--- config.mk ---
export PLATFORM = sky130hd
export DESIGN_NAME = btn_debounce_repeat
export DESIGN_NICKNAME = d
export VERILOG_FILES = /design/src/rtl/btn_pkg.sv /design/src/rtl/sync_2ff.sv /design/src/rtl/btn_debounce_repeat.sv
export SDC_FILE = /design/constraint.sdc
export NUM_CORES = 1
export LEC_CHECK = 0
export CAP_MARGIN = 20
export CELL_PAD_IN_SITES_DETAIL_PLACEMENT = 0
export CELL_PAD_IN_SITES_GLOBAL_PLACEMENT = 1
export CORE_ASPECT_RATIO = 0.7
export CORE_MARGIN = 2
export CORE_UTILIZATION = 40
export CTS_CLUSTER_SIZE = 8
export DETAILED_ROUTE_END_ITERATION = 8
export HOLD_SLACK_MARGIN = 0.06
export PLACE_DENSITY_LB_ADDON = 0.2
export SYNTH_ARGS = -nofsm -noshare
export SYNTH_HDL_FRONTEND = slang
export SYNTH_SLANG_ARGS = --single-unit
--- constraint.sdc ---
create_clock -name clk_i -period 5.2 [get_ports clk_i]
set_clock_uncertainty 0.2 [all_clocks]
set_input_delay 0.78 -clock clk_i [delete_from_list [all_inputs] [get_ports clk_i]]
set_output_delay 0.78 -clock clk_i [all_outputs]
set_load 0.02 [all_outputs]
--- src/rtl/btn_pkg.sv ---
// btn_pkg: shared FSM state type and counter sizing helper for the button debouncer.
package btn_pkg;

    typedef enum logic [2:0] {IDLE, PRESS_WAIT, HELD, REPEAT, RELEASE_WAIT} btn_state_t;

    // Width of one counter able to hold every terminal count; never below 1 bit.
    function automatic int cnt_width(input int a, input int b, input int c);
        int m;
        m = (a > b) ? a : b;
        m = (m > c) ? m : c;
        return (m > 1) ? $clog2(m) : 1;
    endfunction

endpackage

--- src/rtl/sync_2ff.sv ---
// sync_2ff: two-flop synchronizer for a single asynchronous bit, resets to 0.
module sync_2ff (
    input  logic clk_i,
    input  logic rst_n_i,
    input  logic d_i,
    output logic q_o
);

    logic meta;

    always_ff @(posedge clk_i or negedge rst_n_i)
        if (!rst_n_i) {q_o, meta} <= 2'b00;
        else          {q_o, meta} <= {meta, d_i};

endmodule

--- src/rtl/btn_debounce_repeat.sv ---
// btn_debounce_repeat: debounces an active-low button pin into a level plus press/release/auto-repeat pulses.
module btn_debounce_repeat
    import btn_pkg::*;
#(
    parameter int DEBOUNCE_CYCLES = 50_000,
    parameter int HOLD_CYCLES     = 25_000_000,
    parameter int REPEAT_CYCLES   = 5_000_000
) (
    input  logic clk_i,
    input  logic rst_n_i,
    input  logic btn_n_i,
    output logic btn_o,
    output logic press_o,
    output logic release_o,
    output logic repeat_o
);

    localparam int CW = cnt_width(DEBOUNCE_CYCLES, HOLD_CYCLES, REPEAT_CYCLES);
    localparam logic [CW-1:0] DB_LAST = CW'(DEBOUNCE_CYCLES - 1);
    localparam logic [CW-1:0] HD_LAST = CW'(HOLD_CYCLES - 1);
    localparam logic [CW-1:0] RP_LAST = CW'(REPEAT_CYCLES - 1);

    btn_state_t    state, state_nx;
    logic [CW-1:0] cnt, cnt_nx;
    logic          btn_s, btn_nx, press_nx, release_nx, repeat_nx;

    sync_2ff u_sync (
        .clk_i   (clk_i),
        .rst_n_i (rst_n_i),
        .d_i     (~btn_n_i),
        .q_o     (btn_s)
    );

    always_ff @(posedge clk_i or negedge rst_n_i)
        if (!rst_n_i) begin
            state     <= IDLE;
            cnt       <= '0;
            btn_o     <= 1'b0;
            press_o   <= 1'b0;
            release_o <= 1'b0;
            repeat_o  <= 1'b0;
        end else begin
            state     <= state_nx;
            cnt       <= cnt_nx;
            btn_o     <= btn_nx;
            press_o   <= press_nx;
            release_o <= release_nx;
            repeat_o  <= repeat_nx;
        end

    always_comb begin
        state_nx = state;
        case (state)
            IDLE:         if (btn_s) state_nx = PRESS_WAIT;
            PRESS_WAIT:   if (!btn_s) state_nx = IDLE;
                          else if (cnt == DB_LAST) state_nx = HELD;
            HELD:         if (!btn_s) state_nx = RELEASE_WAIT;
                          else if (cnt == HD_LAST) state_nx = REPEAT;
            REPEAT:       if (!btn_s) state_nx = RELEASE_WAIT;
            RELEASE_WAIT: if (btn_s) state_nx = HELD;
                          else if (cnt == DB_LAST) state_nx = IDLE;
            default:      state_nx = IDLE;
        endcase
        // Any state change restarts timing; the repeat period reloads in place.
        cnt_nx = (state_nx != state || state == IDLE || (state == REPEAT && cnt == RP_LAST))
                 ? '0 : cnt + CW'(1);
    end

    // Pulses are keyed to distinct source states, so at most one can fire per cycle.
    always_comb begin
        press_nx   = state == PRESS_WAIT && state_nx == HELD;
        release_nx = state == RELEASE_WAIT && state_nx == IDLE;
        repeat_nx  = (state == HELD && state_nx == REPEAT) ||
                     (state == REPEAT && btn_s && cnt == RP_LAST);
        btn_nx     = state_nx inside {HELD, REPEAT, RELEASE_WAIT};
    end

endmodule

==> out/summary.txt, run 1 <==
initial antenna violation count: 0
Hold WS: 0.158 ns
ANT cells: 0
setup ws final: 2.31 ns
Slew @ Worst Pin: 0.843 ns
Post-CTS Setup Repair Bufs: 0
initial core utilization: 0.410
Top FF cell, synth: dfrtp_1
GP Congestion: 0.849
Util after Layout: 0.449
RSZ-0062 raised after global routing: no
Hold Path End: u_sync.q_o$_DFF_PN0_
Critical R2R Launch: cnt[16]$_DFF_PN0_
WL final: 3.92 mm
HP Start: u_sync.meta$_DFF_PN0_
DR vias/cell: 5.69
worst-skew pair later-pin latency: 0.28 ns
Synth top cells by count: dfrtp_1, nor2_1, nor3_1, xnor2_1, nand3_1
Ys Warns: 0
HP Class: register to register
CTS tree: done
share of layout cells above drive strength 1: 0.0585
top post-synthesis cells by area: dfrtp_1, xnor2_1, nor3_1
crit path launch: cnt[16]$_DFF_PN0_
syn_area_per_cell: 9.74 µm²
syn nets: 184
metal3 WL: 210 µm
post-synth top area share: 0.485
Hold Violations, Final: 0
Nets: 192
cell taking the most area after synthesis: dfrtp_1
crit share post-route: 0.555
most frequent cell after synthesis: dfrtp_1
Setup crit end kind: register
die area: 4940 µm²
Final Max Slew Viols: 0
Sink Count: 34
# DRC: 0
number of synthesized flops with an enable pin: 0
setup_tns: 0 ns
clk buf depth: 2
Async SR Flop Fraction: 1.00
Top Layer Used: met4
Worst R2R Path Depth: 5
WL met2: 1.60 mm
setup violators final: 0
final instance area: 1920 µm²
slowest stage delay, CP: 0.71 ns
Final min period: 2.89 ns
post-place setup slack: 2.35 ns
Syn Inst Count: 180
Netlist Area Pre-Place: 1750 µm²
CTS buffer count: 5
Max-cap violations: 0
worst r2r dst: cnt[22]$_DFF_PN0_
CP max-delay cell: a32oi_4
total track usage: 0.177
Power Density: 239 nW/µm²
Clock transition at path regs: 0.06 ns
Die Ht: 59.4 µm
worst path arrival time: 2.81 ns
Worst Hold Depth: 0
leak pwr: 0.714 nW
CP Launch Type: register
Fill cells: 423
reg2reg setup slack: 2.31 ns
DR iter-0 viols: 67
via count of the first global-routing pass: 1335
Max Freq: 346 MHz
Core ar.: 4280 µm²
status: complete, no violations
sequential area share after synthesis: 0.485
CTS Root Cell: clkbuf_8
ANT nets after route: 0
hold buffers post-CTS: 0
Met1 Wirelength: 2.07 mm
largest net degree at the start of global routing: 34
routed wire length per instance: 16.1 µm
P&R area growth vs syn: 9.71%
CTS H-Tree Depth: 2
Synth cell types: 38
post-cts sizing count: 0
IO Pins: 7
Rel. slew slack: 0.433
std cell rows: 20
crit path max fanout: 25
grt ovf: 0
Critical Path, Cell by Cell: nor4_1, nand4_1, or4_1, a32oi_4, nor3_1
WP data required: 5.12 ns
placed cell areas: 1850 µm²
Pre-antenna DRT Iters: 4
Final HPWL DP: 2.79 mm
buffers added on ports: 6
routed via count: 1382
Peak supply drop: 121 µV
first-pass GRT wire length: 6.69 mm
kind of critical path: register to register
die width: 83.1 µm
synthesized flop and latch total: 34
## where the power goes
part / total (W) / leakage, nW / switching (W) / internal [W]
Clock: 0.000176 / 0.0383 / 0.0000840 / 0.0000920
Combinational: 0.0000145 / 0.209 / 0.0000108 / 0.00000369
Sequential: 0.000269 / 0.467 / 0.00000220 / 0.000266
Total: 0.000459 / 0.714 / 0.0000969 / 0.000362
## flip-flops by register name, summed over array words and instances, names as in the netlist
name / count
u_sync.q_o: 1
press_o: 1
state: 3
btn_o: 1
u_sync.meta: 1
cnt: 25
release_o: 1
repeat_o: 1
## kinds of logic (layout without fill, tap and decap cells)
logic type                 after synthesis  count (layout)  synth area share
AOI/OAI and AO/OA                        9               9            0.0514
xor gates and xnor gates                23              23             0.115
adders and majority gates                1               1           0.00714
buffers and inverters                   12              20            0.0371
DFF                                     34              34             0.485
and+or+nand+nor                        101             101             0.304
## layer usage
layer	track usage	vias to the layer above
met4	0.0585	0
li1	-	649
met3	0.0487	6
met1	0.265	677
met2	0.247	50
met5	0	-
## worst max-delay path: cells and delay by family, from the launching register on
family | cells | cell delay (ns)
AO/OA/AOI/OAI | 1 | 0.71
flip-flops | 1 | 0.45
AND/OR/NAND/NOR | 4 | 1.36
## cells in the final DEF (no fill, tap or decap), types with 2 or more instances in the layout
cell type and count:
nor2_1 23, nand3_1 11, and2_1 3, clkbuf_8 5, clkbuf_1 2, xnor2_1 14, xor2_1 9, nand2_1 10
inv_1 6, clkdlybuf4s50_1 6, dfrtp_1 34, nand2b_1 2, nor4_1 6, nand4_1 10, or4_1 3, and3_1 3
nor3_1 20
## how the worst max path moves through the flow
stage,endpoint,depth (start not counted)
final,cnt[22]$_DFF_PN0_,5
after global routing,cnt[8]$_DFF_PN0_,5
after CTS,cnt[22]$_DFF_PN0_,5
after detailed placement,cnt[22]$_DFF_PN0_,5
after floorplan,cnt[11]$_DFF_PN0_,6
after global placement,cnt[9]$_DFF_PN0_,5
## final cells by class
cell class	count	area, µm²	area share
tap	55	68.8	0.0358
clock buffer	7	76.3	0.0397
sequential	34	851	0.442
inverter	6	22.5	0.0117
multi-input combinational	134	837	0.435
timing repair buffer	7	67.6	0.0351
## per-stage QoR
stage / cells / total power [W]
global placement: 236 / 0.000288
detailed placement: 236 / 0.000288
global route: 243 / 0.000486
finish: 243 / 0.000459
CTS: 243 / 0.000465
floorplan: 180 / 0.000280
Power figures use the tool's default switching activity.
==> run 2, diff against run 1 <==
==> constraint.sdc (replaced) <==
create_clock -name clk_i -period 2.3 [get_ports clk_i]
set_clock_uncertainty 0.2 [all_clocks]
set_input_delay 0.345 -clock clk_i [delete_from_list [all_inputs] [get_ports clk_i]]
set_output_delay 0.345 -clock clk_i [all_outputs]
set_load 0.02 [all_outputs]
==> run 2 against run 1 <==
Die area stayed put. First-iteration DRC count is 28% higher. Register-to-register slack worse by 2.3 ns. Power is 130% higher. Non-clock buffer count is 27 higher. Combinational power grew to 2.7 times the previous value. Hold slack worse by 0.0069 ns. Wire length is 8.9% higher. Clock power is 140% higher. Count of clock-buffer cells in the layout is 1 lower. Sequential share of layout area is 5.1 points lower. Sequential power is 130% higher. Largest power group unchanged. Highest routed layer unchanged.
==> out/summary.txt, run 2 (synthesis gave the netlist of run 1 again) <==
total track usage: 0.194 (was 0.177)
Peak supply drop: 347 µV (was 121 µV)
placed cell areas: 2050 µm² (was 1850 µm²)
ANT cells: 0 (unchanged)
CTS H-Tree Depth: 2 (unchanged)
initial antenna violation count: 0 (unchanged)
grt ovf: 0 (unchanged)
Critical R2R Launch: cnt[9]$_DFF_PN0_ (was cnt[16]$_DFF_PN0_)
Worst Hold Depth: 0 (unchanged)
setup violators final: 0 (unchanged)
post-place setup slack: -0.0726 ns (was 2.35 ns)
area occupied by registers: 852 µm² (was 851 µm²)
Clock transition at path regs: 0.07 ns (was 0.06 ns)
Sequential Power Share: 0.566 (was 0.585)
die area: 4940 µm² (unchanged)
DR vias/cell: 5.44 (was 5.69)
crit path max fanout: 25 (unchanged)
crit share post-route: 0.988 (was 0.555)
Worst R2R Path Depth: 6 (was 5)
share of layout cells above drive strength 1: 0.210 (was 0.0585)
std cell rows: 20 (unchanged)
# DRC: 0 (unchanged)
WP data required: 2.26 ns (was 5.12 ns)
Power Density: 492 nW/µm² (was 239 nW/µm²)
Largest register FFs: 25 (unchanged)
kind of critical path: register to register (unchanged)
initial core utilization: 0.410 (unchanged)
commonest non-fill, non-tap cell in the layout: dfrtp_1 (unchanged)
clk buf depth: 2 (unchanged)
leak pwr: 0.869 nW (was 0.714 nW)
Core ar.: 4280 µm² (unchanged)
Rel. slew slack: 0.724 (was 0.433)
worst path arrival time: 2.24 ns (was 2.81 ns)
Pre-antenna DRT Iters: 4 (unchanged)
area of the multi-input gates: 868 µm² (was 837 µm²)
switching pwr: 0.000226 W (was 0.0000969 W)
buffers added on ports: 6 (unchanged)
Hold Path End: u_sync.q_o$_DFF_PN0_ (unchanged)
most frequent cells in the layout: dfrtp_1, buf_4, nor2_1 (was dfrtp_1, nor2_1, nor3_1)
clock network power share: 0.397 (was 0.383)
Max Freq: 440 MHz (was 346 MHz)
Setup crit end kind: register (unchanged)
via count of the first global-routing pass: 1382 (was 1335)
Final Max Slew Viols: 0 (unchanged)
IO Pins: 7 (unchanged)
Hold Violations, Final: 0 (unchanged)
WL final: 4.27 mm (was 3.92 mm)
largest net degree at the start of global routing: 34 (unchanged)
setup ws final: 0.0271 ns (was 2.31 ns)
Comb pwr share: 0.037 (was 0.032)
M2 GR Usage: 0.271 (was 0.247)
worst-skew pair later-pin latency: 0.28 ns (about the same)
internal power: 0.000846 W (was 0.000362 W)
Fill cells: 390 (was 423)
gr busiest metal: met1 (unchanged)
Final HPWL DP: 3.17 mm (was 2.79 mm)
final instance area: 2180 µm² (was 1920 µm²)
Max-cap violations: 0 (unchanged)
HP Start: u_sync.meta$_DFF_PN0_ (unchanged)
Sink Count: 34 (unchanged)
Die Ht: 59.4 µm (unchanged)
GP Congestion: 0.837 (was 0.849)
met1 Use GR: 0.291 (was 0.265)
Final min period: 2.27 ns (was 2.89 ns)
routed wire length per instance: 15.9 µm (was 16.1 µm)
Slew @ Worst Pin: 0.413 ns (was 0.843 ns)
Biggest register: cnt (unchanged)
CTS Root Cell: clkbuf_8 (unchanged)
ANT nets after route: 0 (unchanged)
DR iter-0 viols: 86 (was 67)
first-pass GRT wire length: 7.09 mm (was 6.69 mm)
Nets: 219 (was 192)
routed via count: 1463 (was 1382)
die width: 83.1 µm (unchanged)
CTS tree: done (unchanged)
HP Class: register to register (unchanged)
reg2reg setup slack: 0.03 ns (was 2.31 ns)
worst r2r dst: cnt[11]$_DFF_PN0_ (was cnt[22]$_DFF_PN0_)
Util after Layout: 0.509 (was 0.449)
CTS buffer count: 5 (unchanged)
P&R area growth vs syn: 24.3% (was 9.71%)
RSZ-0062 raised after global routing: yes (was no)
met3 usage: 0.0627 (was 0.0487)
Sw Ratio: 0.211 (about the same)
Largest regs: cnt x25, state x3 (unchanged)
CP Launch Type: register (unchanged)
status: complete, no violations (unchanged)
[run 2: critical path, cell delays in order, from the launching register on]
cell      delay (ns)
dfrtp_2         0.44
nor4bb_2        0.31
nand4_1         0.18
or4_4           0.47
a32oi_4         0.27
buf_12          0.20
nor3_1          0.07
[run 2: metrics by stage]
| stage | power [W] | setup TNS [ns] | hold WS, ns | std cells |
|---|---|---|---|---|
| 2_1_floorplan | 0.000634 | 0 | -0.151 | 180 |
| 3_3_place_gp | 0.000655 | -0.614 | 0.138 | 262 |
| 3_5_place_dp | 0.000657 | -1.41 | 0.142 | 262 |
| 4_1_cts | 0.00109 | 0 | 0.155 | 269 |
| 5_1_grt | 0.00114 | -0.0370 | 0.173 | 269 |
| 6_report | 0.00107 | 0 | 0.151 | 269 |
[run 2: power groups by stage]
stage               clock [W]  sequential, W  combinational, W
global placement            0       0.000618         0.0000374
finish               0.000426       0.000607         0.0000393
floorplan                   0       0.000617         0.0000172
detailed placement          0       0.000618         0.0000391
global route         0.000483       0.000607         0.0000450
CTS                  0.000439       0.000607         0.0000404
[run 2: how the worst max path moves through the flow]
stage                            from            endpoint
floorplan           cnt[11]$_DFF_PN0_   cnt[11]$_DFF_PN0_
global placement    cnt[16]$_DFF_PN0_  state[1]$_DFF_PN0_
detailed placement  cnt[16]$_DFF_PN0_  state[1]$_DFF_PN0_
CTS                 cnt[16]$_DFF_PN0_  state[1]$_DFF_PN0_
global route        cnt[24]$_DFF_PN0_  state[1]$_DFF_PN0_
finish               cnt[9]$_DFF_PN0_   cnt[11]$_DFF_PN0_
[run 2: layer usage]
layer,up-vias,part of all wire
met4,0,0.0084
met3,5,0.051
met5,-,0
met1,710,0.53
met2,39,0.41
li1,709,-
[run 2: layout make-up]
class	instances	area share
repair buffers	34	0.131
inverters	6	0.0103
clock buffers	6	0.0379
multi-input cells	134	0.398
flip-flops and latches	34	0.391
well taps	55	0.0316
[run 2: timing repair]
item / 4_1_cts / 5_1_grt
pin swaps: 0 / 2
endpoints found under the hold margin: 1 / 0
gates resized for setup: 2 / 5
hold buffers: 1 / 0
setup buffers: 0 / 0
endpoints found under the setup margin: 28 / 28
==> edit 1: new RTL, config.mk and constraints of run 1 <==
Change the parameter `REPEAT_CYCLES` from 5_000_000 to 20_000_000.
--- a/src/rtl/btn_debounce_repeat.sv
+++ b/src/rtl/btn_debounce_repeat.sv
@@ -5,5 +5,5 @@
     parameter int DEBOUNCE_CYCLES = 50_000,
     parameter int HOLD_CYCLES     = 25_000_000,
-    parameter int REPEAT_CYCLES   = 5_000_000
+    parameter int REPEAT_CYCLES   = 20_000_000
 ) (
     input  logic clk_i,
Check against the original RTL: same outputs for any inputs over 10 cycles, from zero or initial values and one cycle with rst_n_i low; that may be too few to reach the edited logic, so the function may still have changed.
==> edit 1 against run 1 <==
- global-route usage shrank 1.4 points
- core utilization is 2.1 points higher
- sequential share of layout area is 3.2 points lower
- sequential cell count is the same
- die area grew 6.1%
- clock power up 35%
- total power rose by 13%
- setup slack better by 0.48 ns
- routed wire length is 3.0% lower
- fmax grew 20%
- final area grew 7.7%
- area after synthesis rose by 6.5%
==> edit 1: results <==
[detailed_routing]
drt_iter0_drc = 69
wl_mm = 3.80
viasPerCell = 5.46
drt_pass1_iterations = 4
wirelength_met1_mm = 1.97
wl_per_cell_um = 15.6
wl_met3_um = 82
met2_length_mm = 1.73

[timing]
worst_pin_slew_ns = 0.547

[final_layout]
buffers = 8
seqCellArea_um2 = 851
num-clock-buffers = 5
clk_share_pct = 5.50
insertedDiodeCount = 0
multiInputGateArea_um2 = 937
layout-drive-gt1-share_pct = 16.5
inv_count = 6
fin_nets = 191
bufAreaShareNonClock_pct = 3.80
nMultiInputCombCells = 132
area_delta_synth_final_pct = 11.0

[clock_network]
htreeDepth = 2
cts_resized = 0
cts_setup_buffers = 0
clk_pin_slew_worst_paths_ns = 0.07
clockBufferDepth = 2

[grt]
antenna_found_initial = 0
grtUsageMet1_pct = 24.0
grt_use_met2_pct = 23.8
grt_max_degree = 35
grt_pass1_vias = 1249
grt_pass1_wl_mm = 6.42
grt.total_usage_pct = 16.3
use_met3_pct = 3.62

[synthesis]
synthFlopType = dfrtp_1
yosys.area_share.adder_pct = 0.670
synth-compound-area-share_pct = 4.36
ys_seq_area_share_pct = 45.6
synth.area.top_cells = dfrtp_1, xor2_1, nor3_2, nor2_1, xnor2_1
syn_inst = 178
ys_types = 40
synthXorXnorAreaFrac_pct = 10.8
synth_commonest_cells = dfrtp_1, nor2_1, xor2_1
syn_area_per_cell_um2 = 10.5

[worst_setup_path]
cp_max_fo = 25
rr_startpoint = cnt[13]
arrival_ns = 2.35
startpoint_type = flip-flop

[placed_design]
dp_hpwl_mm = 2.74
port_buffers = 6
place.gp.congestion = 0.855
post_dp_cell_area_um2 = 1960
pre_cts_slack_ns = 2.79

[power]
p_leak_nw = 0.799
ir_drop_mv = 0.103

[hold_path]
hold_class = flip-flop to flip-flop

[status]
outcome = completed
## edit 1: cell count changes after synthesis, moves of 3 or more
cell	delta
xor2_1	+5
nor3_2	+8
nor3_1	-13
nor4_4	+3
nor3b_1	+3
xnor2_1	-5
nor4_1	-6
## edit 1: final timing paths
kind	cells past startpoint	to	slack, ns
worst min register to register	0	u_sync.q_o	0.16
min in group asynchronous	2	cnt[17]	0.69
worst max-delay path	5	cnt[7]	2.79
worst min-delay path	0	u_sync.q_o	0.16
worst max register to register	5	cnt[7]	2.79
max in group asynchronous	2	cnt[9]	3.80
## edit 1: critical path, cell delays in order, from the launching register on
cell and delay [ns]:
dfrtp_1 0.53, and4bb_2 0.35, nand4_1 0.16, nor4_4 0.48
o21a_4 0.42, nor3_1 0.12
## edit 1: report_power, final
group	internal (W)	switching, W	total [W]
clock	0.000142	0.0000948	0.000237
combinational	0.00000410	0.0000102	0.0000143
sequential	0.000266	0.00000221	0.000268
==> edit 2: new RTL, config.mk and constraints of run 1 <==
Made on the original files. Make the reset (`rst_n_i`) synchronous in 2 clocked blocks. Comments in the files are not updated.
--- a/src/rtl/sync_2ff.sv
+++ b/src/rtl/sync_2ff.sv
@@ -9,5 +9,5 @@
     logic meta;
 
-    always_ff @(posedge clk_i or negedge rst_n_i)
+    always_ff @(posedge clk_i)
         if (!rst_n_i) {q_o, meta} <= 2'b00;
         else          {q_o, meta} <= {meta, d_i};
--- a/src/rtl/btn_debounce_repeat.sv
+++ b/src/rtl/btn_debounce_repeat.sv
@@ -32,5 +32,5 @@
     );
 
-    always_ff @(posedge clk_i or negedge rst_n_i)
+    always_ff @(posedge clk_i)
         if (!rst_n_i) begin
             state     <= IDLE;
Behaviour: no difference found for any inputs over 10 cycles, from zero or initial values and one cycle with rst_n_i low; that may be too few to reach the edited logic, so the function may still have changed.
==> edit 2 against run 1 <==
- worst hold slack better by 0.086 ns
- core utilization grew 1.8 points
- final area is 4.7% lower
- area after synthesis fell by 6.9%
- sequential cell count did not move
- setup slack improved by 0.40 ns
- routed wire length fell by 18%
- critical path depth increased by 1
- highest routed layer unchanged
Power is not compared: it rests on default switching activity, and its combinational part moved more than twofold at a synthesized area within 25%.
==> edit 2: results <==
[worst_setup_path]
cp_slowest_cell = nor3_4
arrival_ns = 2.52
cp_top_family = simple AND/OR/NAND/NOR gates
max_stage_delay_ns = 0.61
cp_max_fo = 13

[placed_design]
dp_hpwl_mm = 2.31
place.gp.congestion = 0.825
post_dp_cell_area_um2 = 1720
port_buffers = 6
dp.cells = 220

[detailed_routing]
drt_iter0_drc = 45
viasPerCell = 5.36
wl_mm = 3.23
wl_per_cell_um = 14.2

[clock_network]
cts_resized = 0
clkLatencyLatePin_ns = 0.29
clockBufferDepth = 2
htreeDepth = 2
cts-root-buf = clkbuf_8
clk_pin_slew_worst_paths_ns = 0.07

[status]
outcome = completed

[final_layout]
largest_register_ff_count = 25
insertedDiodeCount = 0
layout-drive-gt1-share_pct = 15.3
fin_nets = 179
fillers = 401

[synthesis]
async_reset_ff_share_pct = 0
yosysWarnings = 0
synthFlopType = dfxtp_1
synth.area.top_cells = dfxtp_1, xor2_1, nor3_2, nor2_1, xnor2_1
syn_area_per_cell_um2 = 9.83
ys_types = 43
synth_commonest_cells = dfxtp_1, nor2_1, xor2_1
synth_nets = 170
ys_seq_area_share_pct = 41.7

[power]
p_per_area_nw_per_um2 = 271
ir_drop_mv = 0.130

[grt]
grt_pass1_vias = 1134
grt_pass1_wl_mm = 5.58
grt.total_usage_pct = 16.4
grt_max_degree = 26

[timing]
max_slew_margin_pct = 52.0
==> edit 2: changes by cell type in the layout (fill, tap and decap cells not counted), moves of 4 or more <==
cell	run 1	this run
dfxtp_1	0	34
xor2_1	9	16
nor2_1	23	18
dfrtp_1	34	0
nor4_1	6	2
inv_1	6	2
nor3_1	20	7
nor3_2	0	7
xnor2_1	14	7
==> edit 2: cells by family (layout without fill, tap and decap cells) <==
| family | after synthesis | after routing | synth area share [%] |
|---|---|---|---|
| AO/OA/AOI/OAI | 8 | 8 | 3.76 |
| XOR/XNOR | 23 | 23 | 12.3 |
| adder cells (fa/ha/maj) | 1 | 1 | 0.767 |
| buffers and inverters | 6 | 16 | 2.53 |
| flip-flops | 34 | 34 | 41.7 |
| AND/OR/NAND/NOR | 94 | 94 | 38.9 |
==> edit 2: where the power goes <==
| part | internal (W) | switching [W] |
|---|---|---|
| registers | 0.000261 | 0.00000100 |
| clock network | 0.000134 | 0.0000967 |
| logic | 0.00000221 | 0.00000161 |
==> edit 2: per-stage QoR <==
step | worst slack (ns) | utilization, %
floorplan | 3.16 | -
global placement | 2.59 | 43.9
detailed placement | 2.51 | 43.9
CTS | 2.69 | 46.7
global route | 2.55 | 46.7
finish | 2.71 | 46.7
==> edit 2: path summary, 6_finish.rpt <==
path / cells past startpoint / startpoint / slack [ns] / endpoint
setup / recovery: 6 / cnt[0] / 2.71 / repeat_o
hold reg to reg: 1 / u_sync.meta / 0.24 / u_sync.q_o
hold / removal: 1 / u_sync.meta / 0.24 / u_sync.q_o
setup reg to reg: 6 / cnt[0] / 2.71 / repeat_o
==> edit 2: area by class of cell <==
type | instances | area [µm²] | share of cell area, %
Tap cell | 52 | 65.1 | 3.55
Clock buffer | 8 | 110 | 6.01
Timing Repair Buffer | 6 | 60.1 | 3.28
Sequential cell | 34 | 681 | 37.1
Inverter | 2 | 7.51 | 0.410
Multi-Input combinational cell | 126 | 910 | 49.6
==> edit 2: worst reg2reg max path, stage by stage, from the launching register on <==
cell and delay [ns]:
dfxtp_1 0.39, ha_1 0.22, and3_1 0.25, nand3_2 0.14, or3_4 0.40, nor3_4 0.61
o21ba_2 0.21
==> edit 2: routing by layer <==
metal | GRT usage, % | wire, µm | vias up
met4 | 5.81 | 47 | 0
met1 | 23.4 | 1700 | 586
met5 | 0 | 0 | -
met3 | 6.33 | 128 | 6
li1 | - | - | 615
met2 | 22.4 | 1350 | 15
